$ cat src/rtl/wb_slave_router.sv
// Wishbone slave-side router: decodes the management slave port onto three
// downstream slaves and terminates any cycle a slave fails to ack in time.
module wb_slave_router #(
    parameter int unsigned TIMEOUT_CYCLES = 255,
    parameter logic [31:0] ERR_DATA       = 32'hDEAD_BEEF
) (
    input  logic        wb_clk_i,
    input  logic        wb_rst_ni,
    input  logic        wbs_cyc_i,
    input  logic        wbs_stb_i,
    input  logic        wbs_we_i,
    input  logic [3:0]  wbs_sel_i,
    input  logic [31:0] wbs_adr_i,
    input  logic [31:0] wbs_dat_i,
    output logic        wbs_ack_o,
    output logic [31:0] wbs_dat_o,
    output logic [2:0]  s_cyc_o,
    output logic        s_stb_o,
    input  logic [2:0]  s_ack_i,
    input  logic [95:0] s_dat_i,
    input  logic        err_clr_i,
    output logic        err_o,
    output logic [7:0]  err_cnt_o
);

    typedef enum logic [1:0] {IDLE, BUSY, TOERR} state_e;

    localparam logic [7:0] CNT_LAST = 8'(TIMEOUT_CYCLES - 1);

    state_e      state_q, state_d;
    logic [1:0]  sel_q, sel_d;
    logic [7:0]  cnt_q, cnt_d;
    logic        err_q, err_d;
    logic [7:0]  err_cnt_q, err_cnt_d;

    logic [1:0]  adr_sel;
    logic        slv_ack;
    logic [31:0] slv_dat;
    logic [2:0]  slv_onehot;

    // Write data, byte selects and write enable reach the slaves outside this block.
    logic unused_inputs;
    assign unused_inputs = ^{wbs_we_i, wbs_sel_i, wbs_dat_i, wbs_adr_i[2:0]};

    always_comb begin
        adr_sel = 2'd0;
        if (wbs_adr_i[31:3] == 29'h601FFFF) begin
            adr_sel = 2'd2;
        end else if (wbs_adr_i[31:3] == 29'h601FFFE) begin
            adr_sel = 2'd1;
        end
    end

    always_comb begin
        slv_ack    = 1'b0;
        slv_dat    = 32'd0;
        slv_onehot = 3'b000;
        case (sel_q)
            2'd0: begin
                slv_ack    = s_ack_i[0];
                slv_dat    = s_dat_i[31:0];
                slv_onehot = 3'b001;
            end
            2'd1: begin
                slv_ack    = s_ack_i[1];
                slv_dat    = s_dat_i[63:32];
                slv_onehot = 3'b010;
            end
            2'd2: begin
                slv_ack    = s_ack_i[2];
                slv_dat    = s_dat_i[95:64];
                slv_onehot = 3'b100;
            end
            default: ;
        endcase
    end

    always_comb begin
        state_d   = state_q;
        sel_d     = sel_q;
        cnt_d     = cnt_q;
        err_d     = err_clr_i ? 1'b0 : err_q;
        err_cnt_d = err_clr_i ? 8'd0 : err_cnt_q;
        s_cyc_o   = 3'b000;
        s_stb_o   = 1'b0;
        wbs_ack_o = 1'b0;
        wbs_dat_o = 32'd0;
        case (state_q)
            IDLE: begin
                if (wbs_cyc_i && wbs_stb_i) begin
                    sel_d   = adr_sel;
                    cnt_d   = 8'd0;
                    state_d = BUSY;
                end
            end
            BUSY: begin
                s_cyc_o   = wbs_cyc_i ? slv_onehot : 3'b000;
                s_stb_o   = wbs_stb_i;
                wbs_ack_o = slv_ack;
                wbs_dat_o = slv_dat;
                // A slave ack in the last allowed cycle beats the timeout.
                if (slv_ack) begin
                    state_d = IDLE;
                end else if (!wbs_cyc_i) begin
                    state_d = IDLE;
                end else if (cnt_q == CNT_LAST) begin
                    state_d = TOERR;
                end else begin
                    cnt_d = cnt_q + 8'd1;
                end
            end
            TOERR: begin
                wbs_ack_o = 1'b1;
                wbs_dat_o = ERR_DATA;
                state_d   = IDLE;
                err_d     = 1'b1;
                // Setting wins over a coincident clear.
                if (err_clr_i) begin
                    err_cnt_d = 8'd1;
                end else if (err_cnt_q != 8'hFF) begin
                    err_cnt_d = err_cnt_q + 8'd1;
                end
            end
            default: state_d = IDLE;
        endcase
    end

    always_ff @(posedge wb_clk_i or negedge wb_rst_ni) begin
        if (!wb_rst_ni) begin
            state_q   <= IDLE;
            sel_q     <= 2'd0;
            cnt_q     <= 8'd0;
            err_q     <= 1'b0;
            err_cnt_q <= 8'd0;
        end else begin
            state_q   <= state_d;
            sel_q     <= sel_d;
            cnt_q     <= cnt_d;
            err_q     <= err_d;
            err_cnt_q <= err_cnt_d;
        end
    end

    assign err_o     = err_q;
    assign err_cnt_o = err_cnt_q;

endmodule

$ cat config.mk
export PLATFORM = sky130hd
export DESIGN_NAME = wb_slave_router
export DESIGN_NICKNAME = d
export VERILOG_FILES = /design/src/rtl/wb_slave_router.sv
export SDC_FILE = /design/constraint.sdc
export NUM_CORES = 1
export LEC_CHECK = 0
export ABC_AREA = 1
export CORE_MARGIN = 2
export CORE_UTILIZATION = 31
export DETAILED_ROUTE_END_ITERATION = 10
export HOLD_SLACK_MARGIN = 0.12
export PLACE_DENSITY = 0.88
export SLEW_MARGIN = 20
export SYNTH_ARGS = -nofsm -noshare
export SYNTH_HDL_FRONTEND = slang
export SYNTH_SLANG_ARGS = --single-unit
$ cat constraint.sdc
create_clock -name wb_clk_i -period 2.2 [get_ports wb_clk_i]
set_input_delay 0.44 -clock wb_clk_i [delete_from_list [all_inputs] [get_ports wb_clk_i]]
set_output_delay 0.44 -clock wb_clk_i [all_outputs]
set_load 0.01 [all_outputs]
# Word-level counts from Yosys, hierarchy flattened
# Index checks and enable logic that the tools add are counted.
# word_totals
reg_bits	21
input_bits	173
output_inout_bits	46
# op_classes
n_addsub	2
reduce_logical	8
n_mux	26
n_eq_ne	13
# ops
operator	n
32-bit one-hot mux with 3 select lines	1
8-bit two-way mux	8
32-bit one-hot mux with 2 select lines	1
29-bit by 27-bit equality test with 1-bit output, second input constant	2
8-bit by 1-bit adder with 8-bit output, second input constant	2
8-bit one-hot mux with 2 select lines	1
2-bit two-way mux	5
3-bit one-hot mux with 3 select lines	1
8-bit equality test, second input constant	1
2-bit inequality test, second input constant	4
8-bit inequality test, second input constant	1
3-bit two-way mux	2
5-bit AND reduction	1
2-bit by 1-bit equality test with 1-bit output, second input constant	2
2-bit equality test, second input constant	2
2-bit logical NOT	2
1-bit two-way mux	4
4-bit inequality test, second input constant	1
2-bit one-hot mux with 2 select lines	1
2-bit AND reduction	2
2-bit nonzero test	2
1-bit one-hot mux with 3 select lines	1
1-bit one-hot mux with 2 select lines	1
1-bit logical AND	1

# Logic depth before layout (Yosys ltp)
# Gate-level depths: netlist of run 1.
# logic_depth
ltp_word	5
mapped_depth	10

# Worst setup path after synthesis of run 1
# No wires, ideal clock.
# synth_timing
kind	register to output
start	reg state_q[1]
end	out wbs_dat_o[31]
arrival_time_ps	1477
stages_incl_launch_ff	9
path_slack_ps	283
path_buffers	2
cell_sequence	dfrtp_1 -> inv_1 -> ha_1 -> buf_4 -> inv_1 -> a21oi_1 -> nand2_1 -> clkbuf_2 -> o21ai_0
# synth_between
elab_chain_len	2
# synth_lines
item	line	source
start, declared	30	state_e state_q, state_d;
start signal, assigned	136	state_q <= state_d;
2-bit equality test / 2-bit by 1-bit equality test with 1-bit output (equally long branches)	88	case (state_q)
32-bit one-hot mux with 2 select lines (*)	88	
end, declared	16	output logic [31:0] wbs_dat_o,
# Every way passes the cells marked *; elsewhere a longest branch is shown, timed or not.

# Final worst setup path of run 1
# layout_timing
start	reg sel_q[0]
end	out wbs_dat_o[31]
# layout_between
elab_chain_len	3
# layout_lines
item	line	source
start, declared	31	logic [1:0] sel_q, sel_d;
start signal, assigned	137	sel_q <= sel_d;
2-bit equality test (tied with other cells)	58	case (sel_q)
32-bit one-hot mux with 3 select lines (*)	58	
32-bit one-hot mux with 2 select lines (*)	88	
# Marks and branches as above.

==> results of run 1 <==
final cells by class:
cell class                 instances  area (um2)  share of cell area [%]
tap                               99         124                    2.88
clock inverter                     1        5.00                   0.117
multi-input combinational        336        1540                    35.8
sequential                        21         529                    12.3
inverter                          41         154                    3.58
clock buffer                       3        41.3                   0.962
timing repair buffer             201        1910                    44.4
sequential cells by signal (all words and copies together), names as in the netlist:
register and cells:
cnt_q 8, err_cnt_o 8, sel_q 2, state_q 2, err_o 1
per-stage QoR:
stage,area [um2],total power (W),TNS [ns]
after global routing,4290,0.00315,0
after CTS,4370,0.00302,-0.0416
after detailed placement,4280,0.00278,-0.0833
final,4290,0.00290,0
after floorplan,2250,0.00147,0
after global placement,4280,0.00274,-0.0677
placed cells by master, fill, tap and decap left out, types with 12 or more instances in the layout:
| cell type | n |
|---|---|
| clkdlybuf4s50_1 | 142 |
| nand3_1 | 45 |
| nor2_1 | 30 |
| buf_4 | 14 |
| dfrtp_1 | 18 |
| o21ai_0 | 12 |
| clkbuf_2 | 19 |
| nand2_1 | 187 |
| a21oi_1 | 18 |
| inv_1 | 36 |
| buf_2 | 12 |
layer usage:
layer / track usage [%] / vias up / part of all wire [%]
met3: 4.71 / 12 / 7.8
li1: - / 1687 / -
met5: 0 / - / 0
met1: 23.1 / 1537 / 39
met2: 39.5 / 138 / 52
met4: 5.02 / 0 / 1.5
where the power goes:
group	internal, W	switching, W
Sequential	0.000444	0.0000600
Combinational	0.00101	0.00113
Clock	0.000126	0.000130
Total	0.00158	0.00132
kinds of logic (layout without fill, tap and decap cells):
group / after synthesis / in the layout / share of synthesized area, %
and+or+nand+nor: 281 / 281 / 51.3
DFF: 21 / 21 / 23.4
xor gates and xnor gates: 2 / 2 / 0.779
adders and majority gates: 6 / 6 / 3.34
buffers and inverters: 56 / 246 / 10.2
AOI/OAI and AO/OA: 47 / 47 / 11.1
worst register-to-register path: cells and delay by family, from the launching register on:
kind | cells | cell delay (ns)
compound gates | 1 | 0.14
buf+inv | 3 | 0.35
flops | 1 | 0.43
simple gates | 5 | 0.54
worst min path at each step:
| stage | slack (ns) | start | to | cells past startpoint |
|---|---|---|---|---|
| 3_3_place_gp | 0.46 | err_o$_DFFE_PN0P_ | err_o$_DFFE_PN0P_ | 2 |
| 6_report | 0.48 | err_o$_DFFE_PN0P_ | err_o$_DFFE_PN0P_ | 2 |
| 3_5_place_dp | 0.47 | err_o$_DFFE_PN0P_ | err_o$_DFFE_PN0P_ | 2 |
| 5_1_grt | 0.51 | err_o$_DFFE_PN0P_ | err_o$_DFFE_PN0P_ | 2 |
| 2_1_floorplan | 0.14 | wb_rst_ni | cnt_q[0]$_DFFE_PN0P_ | 0 |
| 4_1_cts | 0.49 | err_o$_DFFE_PN0P_ | err_o$_DFFE_PN0P_ | 2 |
timing repair:
action,CTS,global route
setup buffers,1,2
resized for setup,91,43
cloned,2,1
endpoints found under the setup margin,36,31
==> key figures, run 1 <==
Outcome
  – Outcome: completed

STA
  – Worst slew pin tran: around 0.36 ns
  – Slew headroom: approximately 76%
  – Fmax: approximately 470 MHz
  – Hold slack: about 0.48 ns
  – Setup Viol. Count Final: 0
  – Final worst-path cycle share: roughly 96%
  – Post-layout min period: roughly 2.1 ns
  – RSZ-0062 raised after global routing: no
  – Post-route setup slack: between 0.08 and 0.09 ns
  – Clk_skew: between 0.004 and 0.005 ns
  – Final slew viol count: 0
  – Fin. Hold Viols: 0

Global routing
  – Antenna violations before repair: 0
  – Vias in the first global route: 3,132
  – Global-route wire length before repair: 13,300 um
  – All-layer global routing usage: 20.8%
  – Largest net degree at the start of global routing: 33
  – Global route overflow: 0

Yosys
  – Syn_area_per_cell: between 5 and 6 um2
  – Synth top area cells: nand2_1 (31%), dfrtp_1 (23%), nand3_1 (10%)
  – Post-Syn Area: 2250 um2
  – Area leader, netlist: nand2_1
  – Sequential area share after synthesis: a little under a quarter
  – Flop and latch count out of synthesis: 21
  – Number of synthesized flops with an enable pin: 0
  – Primary FF master, synth: dfrtp_1
  – Post-synthesis net count: approximately 590
  – Most common cell in the netlist: nand2_1
  – Gate Count Post-Synth: 413
  – Async S/R FF share, synth: 100%
  – Distinct cell type count after synthesis: 28
  – Synth top area share: a little under a third
  – Commonest cells post-synth: nand2_1 (188), nand3_1 (45), inv_1 (40), nor2_1 (30), dfrtp_1 (21)
  – Yosys warnings: 0

Clock network
  – H-tree Lvls: 1
  – Hold-fix buffers, CTS: 0
  – Clk sinks: 21
  – TritonCTS clock tree: yes
  – TritonCTS Buffers: 3
  – Clock root buffer: clkbuf_8
  – Reg clk slew, reported paths: ~0.080 ns
  – CTS Buffer Depth: 2
  – Worst-Skew Late Latency: around 0.26 ns

Worst setup path
  – CP Cell Sequence: nor2_4, buf_12, nand2_1, nand2_1, a21oi_1, o21ai_1, clkdlybuf4s15_2
  – Top delay family on crit path: flip-flops
  – Crit path launch type: register
  – RR Startpoint: sel_q[1]$_DFFE_PN0P_
  – R2r setup slk: ~0.64 ns
  – CP max-delay cell: dfrtp_2
  – Worst path max stage delay: ~0.47 ns
  – CP endpoint: wbs_dat_o[31]
  – Worst setup path start: sel_q[0]$_DFFE_PN0P_
  – WP data required: about 1.8 ns
  – Most used cell along the critical path: nand2_1
  – Worst r2r dst: cnt_q[2]$_DFFE_PN0P_
  – Levels on crit path: 7
  – Reg2Reg Depth: 9
  – Critical setup path kind: reg -> out
  – Setup crit end kind: output port
  – Crit path DAT: between 1.5 and 2 ns
  – WP buf/inv: 2
  – Worst Path Max Fanout: 32

Die
  – Initial Util: 31.5%
  – Die area: approximately 8000 um2
  – CORE AREA: between 7000 and 8000 um2
  – Die Wd: 89.2 um
  – Rows: 31
  – Num ports: about 220
  – Chip height: 89.2 um

Finish
  – Ant. Diodes: 0
  – Final Util: 60.2%
  – Fin cells: 702
  – Area growth, synth to finish: 90.9%
  – Fill cells: 693
  – Nets: 783
  – Layout cells sized above 1: about an eighth

Detailed routing
  – Routed WL per cell: ~13 um
  – Vias after detailed routing: roughly 3,400
  – Antenna viol nets, final: 0
  – DRC: 0
  – DRT Pass-1 Iters: 4
  – Vias per cell: between 4 and 5
  – WL final: a little under 9000 um
  – First DRT Iteration DRCs: 114

Placed design
  – Pre-CTS setup slack: -0.0416 ns
  – Number of port buffers: around 180
  – Placed cell count: between 600 and 700
  – RePlAce Congestion: about 0.85
  – Post-DP HPWL: roughly 6900 um

Pwr
  – PwrDens: around 670 nW/um2
  – Lkg Pwr: ~2.1 nW
  – Max rail drop VDD: approximately 0.33 mV

Hold path
  – Hold Crit Class: reg -> reg

Job
  – Total of max-cap violations: 0
Note: power is estimated with default switching activity, not from simulation.
==> run 2, diff against run 1 <==
Settings changed: GPL_TIMING_DRIVEN from default to 0.
==> run 2 against run 1 <==
  * The run now ends with setup timing left
  * Non-clock buffer count is 4 higher
  * Global-route usage up 0.72 points
  * Combinational power rose by 14%
==> key figures, run 2 (same netlist as run 1, synthesis figures left out) <==
STA
  – Post-layout min period: 2.20 ns (was 2.11 ns)
  – Fin. Hold Viols: 0 (unchanged)
  – Fmax: 454 MHz (was 474 MHz)
  – Worst slew pin tran: 0.508 ns (was 0.362 ns)
  – Total Negative Setup Slacks: -0.00149 ns (was 0 ns)
  – Final slew viol count: 0 (unchanged)
  – Setup Viol. Count Final: 1 (was 0)
  – Hold slack: 0.132 ns (was 0.478 ns)
  – Final worst-path cycle share: 100% (was 95.9%)
  – Slew headroom: 66.1% (was 75.7%)
  – RSZ-0062 raised after global routing: yes (was no)
  – Post-route setup slack: -0.00149 ns (was 0.0895 ns)
  – Clk_skew: 0.000919 ns (was 0.00440 ns)

Clock network
  – H-tree Lvls: 1 (unchanged)
  – Worst-Skew Late Latency: 0.27 ns (was 0.26 ns)
  – Clk sinks: 21 (unchanged)
  – Hold-fix buffers, CTS: 0 (unchanged)
  – TritonCTS clock tree: yes (unchanged)
  – CTS Buffer Depth: 2 (unchanged)
  – Reg clk slew, reported paths: 0.08 ns (about the same)
  – TritonCTS Buffers: 3 (unchanged)
  – Clock root buffer: clkbuf_8 (unchanged)

Finish
  – Ant. Diodes: 0 (unchanged)
  – Most common cell after layout, fill and taps aside: nand2_1 (unchanged)
  – Fill cells: 686 (was 693)
  – Layout cells sized above 1: 17.6% (was 13.3%)
  – Register area: 529 um2 (unchanged)
  – Fin cells: 706 (was 702)
  – Most frequent cells in the layout: nand2_1 (172), clkdlybuf4s50_1 (140), nand3_1 (45) (was nand2_1 (187), clkdlybuf4s50_1 (142), nand3_1 (45))
  – Multi-input logic area: 1600 um2 (was 1540 um2)
  – Area growth, synth to finish: 94.2% (was 90.9%)
  – Design Area, Final: 4370 um2 (was 4290 um2)
  – Nets: 787 (was 783)

Detailed routing
  – Routed WL per cell: 13.4 um (was 12.7 um)
  – First DRT Iteration DRCs: 96 (was 114)
  – WL final: 9490 um (was 8940 um)
  – DRC: 0 (unchanged)
  – DRT Pass-1 Iters: 4 (unchanged)
  – Vias per cell: 4.80 (was 4.81)
  – Antenna viol nets, final: 0 (unchanged)
  – Vias after detailed routing: 3,390 (was 3,374)

Placed design
  – RePlAce Congestion: 0.883 (was 0.851)
  – Number of port buffers: 178 (unchanged)
  – DP Area: 4160 um2 (was 4280 um2)
  – Placed cell count: 690 (was 693)
  – Post-DP HPWL: 7380 um (was 6910 um)

Pwr
  – Logic pwr share: 76.1% (was 73.7%)
  – Sw Ratio: 45.4% (was 45.5%)
  – Sw Pwr: 0.00145 W (was 0.00132 W)
  – PwrDens: 733 nW/um2 (was 675 nW/um2)
  – Power Internal: 0.00175 W (was 0.00158 W)
  – Sequential fraction of design power: 15.7% (was 17.4%)
  – Lkg Pwr: 2.17 nW (was 2.11 nW)
  – Max rail drop VDD: 0.349 mV (was 0.334 mV)
  – Total power: 0.00320 W (was 0.00290 W)
  – Clock power frac: 8.2% (was 8.9%)

Global routing
  – Global-route wire length before repair: 13,700 um (was 13,300 um)
  – Vias in the first global route: 3,144 (was 3,132)
  – Antenna violations before repair: 0 (unchanged)
  – Largest net degree at the start of global routing: 22 (was 33)
  – All-layer global routing usage: 21.5% (was 20.8%)
  – Global route overflow: 0 (unchanged)

Die
  – Die Wd: 89.2 um (unchanged)
  – Rows: 31 (unchanged)
  – Die area: 7950 um2 (unchanged)
  – Chip height: 89.2 um (unchanged)
  – Num ports: 219 (unchanged)
  – CORE AREA: 7140 um2 (unchanged)
  – Initial Util: 31.5% (unchanged)

Worst setup path
  – Worst Path Max Fanout: 5 (was 32)
  – Crit path DAT: 1.76 ns (was 1.67 ns)
  – WP data required: 1.76 ns (about the same)
  – Setup crit end kind: output port (unchanged)
  – Critical setup path kind: reg -> out (unchanged)
  – Crit path launch type: register (unchanged)

Outcome
  – Failing checks: setup timing
  – Outcome: complete, but fails checks (was completed)

Hold path
  – Hold Crit Class: in -> async (was reg -> reg)

Job
  – Total of max-cap violations: 0 (unchanged)
[run 2: per-layer routing]
layer	GRT usage [%]	up-vias	wire, um	share of wire, %
met4	6.11	0	240	2.5
li1	-	1691	-	-
met3	4.16	18	747	7.9
met5	0	-	0	0
met2	40.3	160	4900	52
met1	24.5	1521	3600	38
[run 2: final cells by class]
cell class	count	area share (%)
plain buffers	14	2.95
clock buffers	3	0.945
clock inverters	1	0.115
inverters	41	3.72
multi-input cells	336	36.7
flip-flops and latches	21	12.1
well taps	99	2.84
repair buffers	191	40.6
[run 2: final timing paths]
| path | cells past startpoint | slack, ns | startpoint | to |
|---|---|---|---|---|
| max in group asynchronous | 1 | 1.70 | wb_rst_ni | state_q[0]$_DFFE_PN0P_ |
| min | 1 | 0.13 | wb_rst_ni | cnt_q[1]$_DFFE_PN0P_ |
| min reg2reg | 2 | 0.50 | err_o$_DFFE_PN0P_ | err_o$_DFFE_PN0P_ |
| max | 11 | -0.001 | state_q[1]$_DFFE_PN0P_ | wbs_dat_o[10] |
| min in group wb_clk_i | 2 | 0.50 | err_o$_DFFE_PN0P_ | err_o$_DFFE_PN0P_ |
| max reg2reg | 9 | 0.57 | state_q[1]$_DFFE_PN0P_ | sel_q[0]$_DFFE_PN0P_ |
[run 2: stage by stage]
step | util, % | worst slack, ns
6_report | 61.2 | -0.00149
5_1_grt | 61.2 | -0.105
4_1_cts | 59.7 | -0.0910
3_5_place_dp | 58.2 | -0.431
3_3_place_gp | 58.2 | -0.417
2_1_floorplan | - | 0.283
[run 2: power groups by stage]
stage | clock (W) | sequential, W | combinational (W)
after CTS | 0.000267 | 0.000500 | 0.00227
final | 0.000262 | 0.000504 | 0.00244
after global routing | 0.000288 | 0.000512 | 0.00265
after global placement | 0 | 0.000500 | 0.00209
after detailed placement | 0 | 0.000503 | 0.00213
after floorplan | 0 | 0.000504 | 0.000971
[run 2: timing repair]
item / in CTS / in global routing
setup buffers: 6 / 3
pin swaps: 2 / 5
endpoints found under the setup margin: 36 / 35
resized for setup: 173 / 40
cloned: 3 / 1
[run 2: critical path: stages (launching register included)]
cell        delay, ns
dfrtp_1          0.39
inv_2            0.08
ha_4             0.15
clkinvlp_4       0.09
a21oi_2          0.14
nand2_4          0.10
inv_4            0.10
buf_6            0.13
buf_6            0.09
nand2_2          0.04
nand2_1          0.04
buf_2            0.13
